==> src/rtl/wb_daq_multi_channel.sv <==
// -----------------------------------------------------------------------------
// wb_daq_multi_channel
// Multi-channel ADC acquisition front end on the Wishbone clock. Each channel
// packs its samples into dw-bit words and holds one completed word in a pending
// register. A round-robin arbiter moves pending words into a shared
// channel-tagged show-ahead FIFO, which drains over a valid/ready stream.
//
// Ports
//   wb_clk, wb_rst   clock, synchronous active-high reset
//   enable           per-channel acquisition enable
//   pack_mode        1 = dw/adc_dw samples per word, 0 = one zero-extended sample
//   adc_valid        per-channel sample strobe
//   adc_data         channel i sample at [i*adc_dw +: adc_dw]
//   out_valid        FIFO head valid
//   out_ready        consumer accepts head
//   out_data         word at FIFO head
//   out_channel      channel tag of head word
//   fifo_count       words held in FIFO
//   overflow         sticky per-channel word-drop flags
//   clear_overflow   clears all overflow flags (a same-cycle set wins)
// -----------------------------------------------------------------------------
module wb_daq_multi_channel #(
    parameter int unsigned dw           = 32,
    parameter int unsigned adc_dw       = 8,
    parameter int unsigned num_channels = 4,
    parameter int unsigned cw           = 2,
    parameter int unsigned fifo_aw      = 4
) (
    input  logic                           wb_clk,
    input  logic                           wb_rst,
    input  logic [num_channels-1:0]        enable,
    input  logic                           pack_mode,
    input  logic [num_channels-1:0]        adc_valid,
    input  logic [num_channels*adc_dw-1:0] adc_data,
    output logic                           out_valid,
    input  logic                           out_ready,
    output logic [dw-1:0]                  out_data,
    output logic [cw-1:0]                  out_channel,
    output logic [fifo_aw:0]               fifo_count,
    output logic [num_channels-1:0]        overflow,
    input  logic                           clear_overflow
);

    localparam int unsigned R     = dw / adc_dw;
    localparam int unsigned RW    = (R > 1) ? $clog2(R) : 1;
    localparam int unsigned DEPTH = 1 << fifo_aw;
    localparam logic [fifo_aw:0] FULL_CNT = (fifo_aw+1)'(DEPTH);
    localparam logic [RW-1:0]    LAST_CNT = RW'(R - 1);

    // Registered state
    logic                    r_pack_q;
    logic [RW-1:0]           r_cnt       [num_channels];
    logic [dw-1:0]           r_part      [num_channels];
    logic [dw-1:0]           r_pend_word [num_channels];
    logic [num_channels-1:0] r_pend;
    logic [num_channels-1:0] r_ovf;
    logic [cw-1:0]           r_rr_start;
    logic [dw-1:0]           r_mem_data  [DEPTH];
    logic [cw-1:0]           r_mem_ch    [DEPTH];
    logic [fifo_aw-1:0]      r_wr_ptr;
    logic [fifo_aw-1:0]      r_rd_ptr;
    logic [fifo_aw:0]        r_count;

    // Combinational signals
    logic                    w_mode_chg;
    logic [adc_dw-1:0]       w_sample    [num_channels];
    logic [dw-1:0]           w_part_next [num_channels];
    logic [dw-1:0]           w_cmp_word  [num_channels];
    logic [num_channels-1:0] w_acc;
    logic [num_channels-1:0] w_cmp;
    logic                    w_gnt_vld;
    logic [cw-1:0]           w_gnt_idx;
    logic [num_channels-1:0] w_gnt_onehot;
    logic                    w_push;
    logic                    w_pop;

    assign w_mode_chg = (pack_mode != r_pack_q);

    // Per-channel packer: accept, merge sample into partial word, detect completion
    always_comb begin
        for (int i = 0; i < num_channels; i++) begin
            w_sample[i]    = adc_data[i*adc_dw +: adc_dw];
            // A mode-change cycle only flushes partial words; its sample is ignored.
            w_acc[i]       = adc_valid[i] & enable[i] & ~w_mode_chg;
            w_part_next[i] = r_part[i];
            w_part_next[i][int'(r_cnt[i])*adc_dw +: adc_dw] = w_sample[i];
            w_cmp[i]       = w_acc[i] & (~pack_mode | (r_cnt[i] == LAST_CNT));
            w_cmp_word[i]  = pack_mode ? w_part_next[i] : dw'(w_sample[i]);
        end
    end

    // Round-robin grant starting at the channel after the last one served
    always_comb begin
        int idx;
        idx          = 0;
        w_gnt_vld    = 1'b0;
        w_gnt_idx    = '0;
        w_gnt_onehot = '0;
        if (r_count < FULL_CNT) begin
            for (int j = 0; j < num_channels; j++) begin
                idx = (int'(r_rr_start) + j) % num_channels;
                if (!w_gnt_vld && r_pend[idx]) begin
                    w_gnt_vld = 1'b1;
                    w_gnt_idx = cw'(idx);
                end
            end
        end
        if (w_gnt_vld) begin
            w_gnt_onehot[w_gnt_idx] = 1'b1;
        end
    end

    assign w_push = w_gnt_vld;
    assign w_pop  = (r_count != '0) & out_ready;

    // Mode tracker runs through reset so a reset never looks like a mode change
    always_ff @(posedge wb_clk) begin
        r_pack_q <= pack_mode;
    end

    // Packers, pending stage, overflow flags, arbiter pointer and FIFO pointers
    always_ff @(posedge wb_clk) begin
        if (wb_rst) begin
            for (int i = 0; i < num_channels; i++) begin
                r_cnt[i]       <= '0;
                r_part[i]      <= '0;
                r_pend_word[i] <= '0;
            end
            r_pend     <= '0;
            r_ovf      <= '0;
            r_rr_start <= '0;
            r_wr_ptr   <= '0;
            r_rd_ptr   <= '0;
            r_count    <= '0;
        end else begin
            for (int i = 0; i < num_channels; i++) begin
                if (w_mode_chg || !enable[i]) begin
                    r_cnt[i] <= '0;
                end else if (w_acc[i] && pack_mode) begin
                    r_cnt[i] <= w_cmp[i] ? '0 : r_cnt[i] + RW'(1);
                end
                if (w_acc[i] && pack_mode) begin
                    r_part[i] <= w_part_next[i];
                end
                // A grant frees the slot in time for a same-cycle completion.
                if (w_cmp[i] && (!r_pend[i] || w_gnt_onehot[i])) begin
                    r_pend[i]      <= 1'b1;
                    r_pend_word[i] <= w_cmp_word[i];
                end else if (w_gnt_onehot[i]) begin
                    r_pend[i] <= 1'b0;
                end
                r_ovf[i] <= (r_ovf[i] & ~clear_overflow)
                          | (w_cmp[i] & r_pend[i] & ~w_gnt_onehot[i]);
            end
            if (w_gnt_vld) begin
                r_rr_start <= cw'((int'(w_gnt_idx) + 1) % num_channels);
            end
            if (w_push) begin
                r_wr_ptr <= r_wr_ptr + fifo_aw'(1);
            end
            if (w_pop) begin
                r_rd_ptr <= r_rd_ptr + fifo_aw'(1);
            end
            case ({w_push, w_pop})
                2'b10:   r_count <= r_count + (fifo_aw+1)'(1);
                2'b01:   r_count <= r_count - (fifo_aw+1)'(1);
                default: r_count <= r_count;
            endcase
        end
    end

    // FIFO storage, not reset; output is gated to zero while empty
    always_ff @(posedge wb_clk) begin
        if (!wb_rst && w_push) begin
            r_mem_data[r_wr_ptr] <= r_pend_word[w_gnt_idx];
            r_mem_ch[r_wr_ptr]   <= w_gnt_idx;
        end
    end

    assign out_valid   = (r_count != '0);
    assign out_data    = out_valid ? r_mem_data[r_rd_ptr] : '0;
    assign out_channel = out_valid ? r_mem_ch[r_rd_ptr]   : '0;
    assign fifo_count  = r_count;
    assign overflow    = r_ovf;

endmodule

==> config.mk <==
export PLATFORM = sky130hd
export DESIGN_NAME = wb_daq_multi_channel
export DESIGN_NICKNAME = d
export VERILOG_FILES = /design/src/rtl/wb_daq_multi_channel.sv
export SDC_FILE = /design/constraint.sdc
export NUM_CORES = 1
export LEC_CHECK = 0
export BUFFER_PORTS_ARGS = -buffer_cell sky130_fd_sc_hd__clkbuf_2
export CORE_MARGIN = 2
export CORE_UTILIZATION = 25
export CTS_CLUSTER_SIZE = 12
export DETAILED_ROUTE_END_ITERATION = 8
export HOLD_SLACK_MARGIN = 0.12
export SYNTH_ARGS = -nofsm -noshare
export SYNTH_HDL_FRONTEND = slang
export SYNTH_SLANG_ARGS = --single-unit
==> constraint.sdc <==
create_clock -name wb_clk -period 5.98 [get_ports wb_clk]
set_input_delay 0.598 -clock wb_clk [delete_from_list [all_inputs] [get_ports wb_clk]]
set_output_delay 0.598 -clock wb_clk [all_outputs]
set_load 0.02 [all_outputs]
After elaboration in Yosys (flattened, before gate mapping) --
Memory sizes are Yosys's and may differ from the RTL's. A register that Yosys moved wholly into a read port is not among the register bits. Cells that the tools add are included.
Cells by class: muxes and demuxes 119, shift operators 8, reduce and logical (&&, ||, !) cells 39, add/sub/neg operators 16, order comparisons 7, bitwise gates (word level) 56, equal/unequal tests 7
Operators by type and width (number):
- $mux W32 | 13
- $neg A5 Y34 | 4
- $shift A8 B34 Y32 const A | 4
- $shiftx A8 B34 Y32 | 4
- $bwmux W32 | 4
- $mux W1 | 73
- $mux W2 | 18
- $and A1 B1 Y1 | 25
- $or A1 B1 Y1 | 24
- $mux W4 | 5
- $lt A2 B3 Y1 const B | 5
- $logic_and A1 B1 Y1 | 13
- $add A2 B1 Y2 const B | 6
- $logic_not A1 Y1 | 12
- $eq A2 B2 Y1 const B | 5
- $pmux W5 S2 | 1
- $reduce_bool A2 Y1 | 5
- $add A4 B1 Y4 const B | 2
- $bmux W1 S2 | 4
- $logic_or A1 B1 Y1 | 8
- $not A1 Y1 | 7
- $add A5 B1 Y5 const B | 1
- $lt A5 B5 Y1 const B | 1
- $reduce_bool A5 Y1 | 1
- other kinds (6) | 7
Word-level totals: memories 5, input port bits 45, flip-flop bits (word level) 24, bits in writable memories 808, logic and storage cells 267
Memory list:
- r_mem_data | depth 16, width 32, read ports 1, clocked after memory_dff 1, write ports 1, line 58 | logic [dw-1:0] r_mem_data [DEPTH];
- r_part | depth 4, width 32, read ports 4, clocked after memory_dff 0, write ports 4, line 53 | logic [dw-1:0] r_part [num_channels];
- r_pend_word | depth 4, width 32, read ports 1, clocked after memory_dff 0, write ports 4, line 54 | logic [dw-1:0] r_pend_word [num_channels];
- r_mem_ch | depth 16, width 2, read ports 1, clocked after memory_dff 1, write ports 1, line 59 | logic [cw-1:0] r_mem_ch [DEPTH];
- r_cnt | depth 4, width 2, read ports 4, clocked after memory_dff 0, write ports 4, line 52 | logic [RW-1:0] r_cnt [num_channels];

Longest topological paths before layout --
Gate-level depths: netlist of run 1.
depth after elaboration 27, gate-level depth with buffers 14, mapped depth without buffers 11

Worst setup path after synthesis of run 1 --
No wires, ideal clock.
kind flip-flop to flip-flop, start register r_rr_start[1], end memory r_pend_word[3][0], enable pin, buffers on the path 1, path slack 1.477 ns, library setup time 0.466 ns, period minus slack after synthesis 4.503 ns, cell stages (with the launch flop) 10, arrival time 4.037 ns, data required time 5.514 ns, cells stage by stage dfxtp_1 -> and3b_1 -> a21oi_1 -> o221ai_1 -> nand3_1 -> buf_2 -> inv_1 -> ha_1 -> a21boi_0 -> o21ai_0
RTL lines:
- start, declared | line 57 | logic [cw-1:0] r_rr_start;
- start signal, assigned | line 156 | r_rr_start <= cw'((int'(w_gnt_idx) + 1) % num_channels);
- end, declared | line 54

==> flow_summary.json, run 1 <==
{
  "initialDrtViolationCount": 2354,
  "syn_avg_cell_area_sq_um": 17.5,
  "skew_ps": 31.3,
  "fin_crit_sh": 0.710,
  "worst_pin_slew_ps": 1110,
  "die_w_um": 375,
  "crit_path_max_incr_delay_ps": 1000,
  "grt_max_degree": 71,
  "arrival_ps": 3650,
  "seq_area_frac_synth": 0.721,
  "hpwl_um": 56200,
  "setup_ws_ps": 1730,
  "register_area_sq_um": 24800,
  "finalSetupViolations": 0,
  "die_h_um": 375,
  "vias_per_cell": 4.64,
  "synth.area.top_cells": "edfxtp_1 (71%), mux4_2 (13%), nor2_1 (3.2%), nor2b_1 (2.3%), a21oi_1 (2.1%)",
  "slew_headroom": 0.257,
  "start_util": 0.251,
  "fin_util": 0.289,
  "drtPass1Iterations": 6,
  "insertion_delay_ps": 660,
  "numClockSinks": 836,
  "synth_nets": 2051,
  "ant_nets": 0,
  "die_area_sq_um": 141000,
  "slew_violations": 0,
  "clk_pin_slew_worst_paths_ps": 70,
  "rsz0062_at_grt": "no",
  "ys_types": 49,
  "overflow": 0,
  "place_congestion": 0.819,
  "port_buffers": 88,
  "drt-total-wl_um": 89100,
  "startpoint_type": "flip-flop",
  "numCtsBuffers": 83,
  "min_period_ps": 4250,
  "place_area_sq_um": 37100,
  "drc_errors": 0,
  "cts_hold_buf": 0,
  "synth.largest_area_cell": "edfxtp_1",
  "dpl_worst_slack_ps": 1910,
  "cap_viol_max_count": 0,
  "final_area_sq_um": 39600,
  "core_area_sq_um": 137000,
  "cp_slowest_cell": "dfxtp_4",
  "cts_setup_buffers": 0,
  "ys_ff_latch": 836,
  "nFillCells": 13400,
  "io_pins": 89,
  "synth_top_area_share": 0.705,
  "synth_ff_type": "edfxtp_1",
  "layout.cells.non_filler": 3925,
  "hold_path.class": "in -> reg",
  "wl_per_cell_um": 22.7,
  "vias": 18200,
  "cts_buffer_depth": 3,
  "synthCells": 1970,
  "netlist_area_sq_um": 34400,
  "synth_warnings": 0,
  "drive_gt1_frac": 0.218,
  "tns_ps": 0,
  "multi_input_area_sq_um": 9200,
  "dp_cells": 3794,
  "cts-root-buf": "clkbuf_16",
  "cts_tree": "done",
  "cp_cell_sequence": "buf_4, mux4_2, mux4_2, and2_1, clkbuf_2",
  "antenna_found_initial": 19,
  "grt_use_total": 0.124,
  "cpMostUsedCell": "mux4_2",
  "ir_worst_vdd_v": 0.000260,
  "critPathKind": "reg -> out",
  "htreeDepth": 3,
  "layout.nets": 2166,
  "end_kind": "output port",
  "grt_pass1_wl_um": 128000,
  "leakagePower_nw": 12.5,
  "crit_fanout": 45,
  "postCtsResizedCells": 0,
  "grt_pass1_vias": 17900,
  "fmax_ghz": 0.236,
  "hold_viol": 0,
  "rows": 136,
  "status": "completed",
  "synth_edf_count": 808,
  "area_delta_synth_final_pct": 15.1,
  "pwr_density_cell_nw_per_um2": 366,
  "ys_async_sr_fraction": 0,
  "required_ps": 5380
}
==> routing by layer <==
| layer | track usage | vias to the layer above | wire length [um] |
|---|---|---|---|
| met4 | 0.0287 | 12 | 1930 |
| met1 | 0.174 | 9513 | 38300 |
| met2 | 0.197 | 668 | 42000 |
| li1 | - | 7900 | - |
| met5 | 0 | - | 80 |
| met3 | 0.0264 | 131 | 6740 |
==> worst max-delay path: cells and delay by family (launching register included) <==
kind	cells	cell delay [ps]
DFF	1	1000
buffers and inverters	2	630
muxes	2	1120
and+or+nand+nor	1	200
==> final cells by class <==
cell class | instances | share of cell area
flip-flops and latches | 836 | 0.627
multi-input cells | 1019 | 0.232
well taps | 1794 | 0.0567
clock buffers | 110 | 0.0563
repair buffers | 122 | 0.0185
clock inverters | 14 | 0.00638
inverters | 23 | 0.00218
diodes | 7 | 0.000442
==> cell usage after synthesis, types with 5 or more instances <==
library cell,count
edfxtp_1,808
nor2_1,292
mux4_2,202
a21oi_1,143
nor2b_1,129
clkbuf_1,53
and2_1,37
ha_1,36
a22oi_1,35
nand2_1,35
dfxtp_1,28
buf_2,22
inv_1,20
nor3_1,17
nand3_1,11
o21ai_0,10
buf_1,8
nand2b_1,8
xor2_1,7
and3_1,5
buf_12,5
==> kinds of logic (layout without fill, tap and decap cells) <==
| logic type | Yosys count | in the layout | synth area share |
|---|---|---|---|
| AOI/OAI and AO/OA | 210 | 210 | 0.0352 |
| xor gates and xnor gates | 11 | 11 | 0.00280 |
| adders and majority gates | 36 | 36 | 0.0131 |
| buffers and inverters | 115 | 269 | 0.0163 |
| DFF | 836 | 836 | 0.721 |
| muxes | 204 | 204 | 0.133 |
| other | 0 | 7 | 0 |
| and+or+nand+nor | 558 | 558 | 0.0785 |
==> registers in the layout (all words and copies together), names as in the netlist, named ones only <==
register	count
fifo_count	5
overflow	4
r_cnt	8
r_mem_ch	32
r_mem_data	512
r_pack_q	1
r_part	128
r_pend	4
r_pend_word	128
r_rd_ptr	4
r_rr_start	2
r_wr_ptr	4
==> report_power, final <==
| part | total (mW) | internal (mW) | switching, mW |
|---|---|---|---|
| Combinational | 2.68 | 1.11 | 1.57 |
| Sequential | 6.91 | 6.71 | 0.194 |
| Clock | 4.90 | 2.71 | 2.20 |
| Total | 14.5 | 10.5 | 3.95 |
==> final timing paths <==
kind	end	depth (start not counted)	slack, ps	startpoint
max	out_data[15]	5	1730	flip-flop
max reg2reg	r_pend_word[2][24]	8	1880	r_rr_start[1]
min	r_cnt[3][0]	3	360	enable[3]
min reg2reg	flip-flop	2	530	r_rd_ptr[3]
==> metrics by stage <==
stage               hold WS, ps  power, mW
finish                      363       14.5
global route                366       15.0
CTS                         335       14.7
detailed placement          514       9.77
global placement            502       9.75
floorplan                   482       8.87
==> layout by cell type (no fill, tap or decap), types with 3 or more instances in the layout <==
master / n
a21o_1: 4
a21oi_1: 143
a22oi_1: 35
a2bb2oi_1: 4
and2_1: 37
and3_1: 5
buf_12: 3
buf_4: 31
clkbuf_1: 23
clkbuf_16: 84
clkbuf_2: 88
clkbuf_8: 3
clkinv_1: 3
clkinv_16: 5
dfxtp_1: 24
dfxtp_4: 3
diode_2: 7
edfxtp_1: 808
ha_1: 36
inv_1: 20
mux4_2: 202
nand2_1: 34
nand2b_1: 8
nand3_1: 10
nor2_1: 280
nor2_4: 12
nor2b_1: 129
nor3_1: 13
nor3_2: 3
nor3b_1: 4
nor4b_2: 4
nor4bb_1: 4
o211ai_1: 4
o21ai_0: 6
o21ai_4: 4
or2_2: 4
xnor2_1: 4
xor2_1: 7
Power figures use the tool's default switching activity.
==> run 2: changes to the inputs <==
==> constraint.sdc (replaced) <==
create_clock -name wb_clk -period 4.1 [get_ports wb_clk]
set_input_delay 0.41 -clock wb_clk [delete_from_list [all_inputs] [get_ports wb_clk]]
set_output_delay 0.41 -clock wb_clk [all_outputs]
set_load 0.02 [all_outputs]
==> run 2 against run 1 <==
Clock power increased by 42%. Routed wire length fell by 0.71%. Cell count up 0.61%. Worst hold slack worse by 200 ps. Design area rose by 0.46%. Largest cell class unchanged. Highest routed layer unchanged.
==> flow_summary.json, run 2 (synthesized netlist as in run 1, its figures left out) <==
{
  "status": "completed",
  "port_buffers": 88,
  "top_regs": "r_mem_data (512), r_part (128), r_pend_word (128)",
  "reg2reg_slack_ps": 590,
  "slew_violations": 0,
  "numClockSinks": 836,
  "worstRegToRegCells": 11,
  "power.net_switching_mw": 5.68,
  "die_w_um": 375,
  "p_int_mw": 15.2,
  "ant_nets": 0,
  "setup_ws_ps": 502,
  "startpoint_type": "flip-flop",
  "vias": 18400,
  "cts_setup_buffers": 0,
  "die_area_sq_um": 141000,
  "cap_viol_max_count": 0,
  "overflow": 0,
  "min_period_ps": 3600,
  "skew_ps": 25.0,
  "insertion_delay_ps": 650,
  "grt_max_degree": 38,
  "fmax_ghz": 0.278,
  "r2r-end": "r_pend_word[3][28]",
  "hold_path.class": "in -> reg",
  "ir_worst_vdd_v": 0.000303,
  "crit_cells": 5,
  "cts-root-buf": "clkbuf_16",
  "htreeDepth": 3,
  "drtPass1Iterations": 7,
  "cp_cell_sequence": "buf_12, mux4_2, mux4_2, and2_1, clkbuf_2",
  "endpoint": "out_data[1]",
  "power.total_mw": 20.9,
  "numCtsBuffers": 83,
  "cpMostUsedCell": "mux4_2",
  "top_register": "r_mem_data",
  "dpl_worst_slack_ps": 649,
  "area_delta_synth_final_pct": 15.6,
  "cts_hold_buf": 0,
  "grt_pass1_wl_um": 128000,
  "cp_top_family": "multiplexers",
  "place_congestion": 0.818,
  "slew_headroom": 0.295,
  "combPwrFrac": 0.190,
  "io_pins": 89,
  "postCtsResizedCells": 0,
  "worst-path-buf-inv": 2,
  "tns_ps": 0,
  "core_area_sq_um": 137000,
  "final_common_cell": "edfxtp_1",
  "wl_per_cell_um": 22.4,
  "finalSetupViolations": 0,
  "grt_use_total": 0.125,
  "critPathKind": "reg -> out",
  "timing.rr.start": "r_rr_start[1]",
  "drive_gt1_frac": 0.223,
  "rows": 136,
  "layout.nets": 2187,
  "cts_buffer_depth": 3,
  "cp_slowest_cell": "dfxtp_4",
  "required_ps": 3690,
  "initialDrtViolationCount": 2390,
  "arrival_ps": 3190,
  "end_kind": "output port",
  "largest_reg_flops": 512,
  "whs_ps": 165,
  "drc_errors": 0,
  "clk_pin_slew_worst_paths_ps": 60,
  "pwr_density_cell_nw_per_um2": 525,
  "hold_viol": 0,
  "crit_path_max_incr_delay_ps": 670,
  "rsz0062_at_grt": "no",
  "p_clk_frac": 0.332,
  "grt_pass1_vias": 18300,
  "hpwl_um": 57100,
  "antenna_found_initial": 15,
  "drt-total-wl_um": 88500,
  "pwr-share-seq": 0.478,
  "worst_pin_slew_ps": 1050,
  "cts_tree": "done",
  "vias_per_cell": 4.65,
  "final_cell_mix": "edfxtp_1 (808), nor2_1 (280), mux4_2 (202), a21oi_1 (143), nor2b_1 (129)",
  "crit_fanout": 26,
  "start_util": 0.251,
  "die_h_um": 375,
  "fin_crit_sh": 0.878,
  "leakagePower_nw": 12.6,
  "power.share.switching": 0.272
}
==> run 2: layer usage <==
| layer | wire length (um) | vias to the layer above | GRT usage | share of wire |
|---|---|---|---|---|
| li1 | - | 7951 | - | - |
| met1 | 38200 | 9582 | 0.176 | 0.43 |
| met2 | 40700 | 698 | 0.191 | 0.46 |
| met3 | 7810 | 118 | 0.0317 | 0.088 |
| met4 | 1700 | 6 | 0.0299 | 0.019 |
| met5 | 41 | - | 0 | 0.00046 |
==> run 2: power groups by stage <==
stage | registers, mW | clock network [mW] | logic, mW
6_report | 9.99 | 6.95 | 3.97
5_1_grt | 10.0 | 7.42 | 4.29
4_1_cts | 10.0 | 7.08 | 4.06
3_5_place_dp | 10.2 | 0 | 4.06
3_3_place_gp | 10.2 | 0 | 4.03
2_1_floorplan | 10.0 | 0 | 2.88
==> run 2: worst min path at each step <==
stage,slack [ps],startpoint,cells past startpoint,end
CTS,130,adc_data[20],3,r_part[2][4]
global placement,500,r_wr_ptr[1],2,r_wr_ptr[1]
floorplan,440,pack_mode,0,r_pack_q
detailed placement,520,r_rd_ptr[3],2,flip-flop
global route,170,adc_data[20],3,r_part[2][4]
finish,170,out_ready,4,r_rd_ptr[2]
==> run 2: area by class of cell <==
| type | count | area, sq um |
|---|---|---|
| sequential | 836 | 24800 |
| multi-input combinational | 1019 | 9190 |
| fill | 13500 | 97200 |
| timing repair buffer | 143 | 1030 |
| inverter | 23 | 86.3 |
| antenna | 8 | 20.0 |
| tap | 1794 | 2240 |
| clock inverter | 16 | 173 |
| clock buffer | 110 | 2200 |
==> run 2: tightest hold or removal path, cell delays in order <==
cell and delay (ps):
clkbuf_2 110, nand3_1 80, xor2_1 60, nor2_1 100
==> run 2: through the flow <==
step,cell area [sq um],std cells,util
2_1_floorplan,34400,1970,-
5_1_grt,39800,3944,0.290
3_3_place_gp,37400,3815,0.273
3_5_place_dp,37400,3815,0.273
6_report,39800,3949,0.290
4_1_cts,39800,3941,0.290
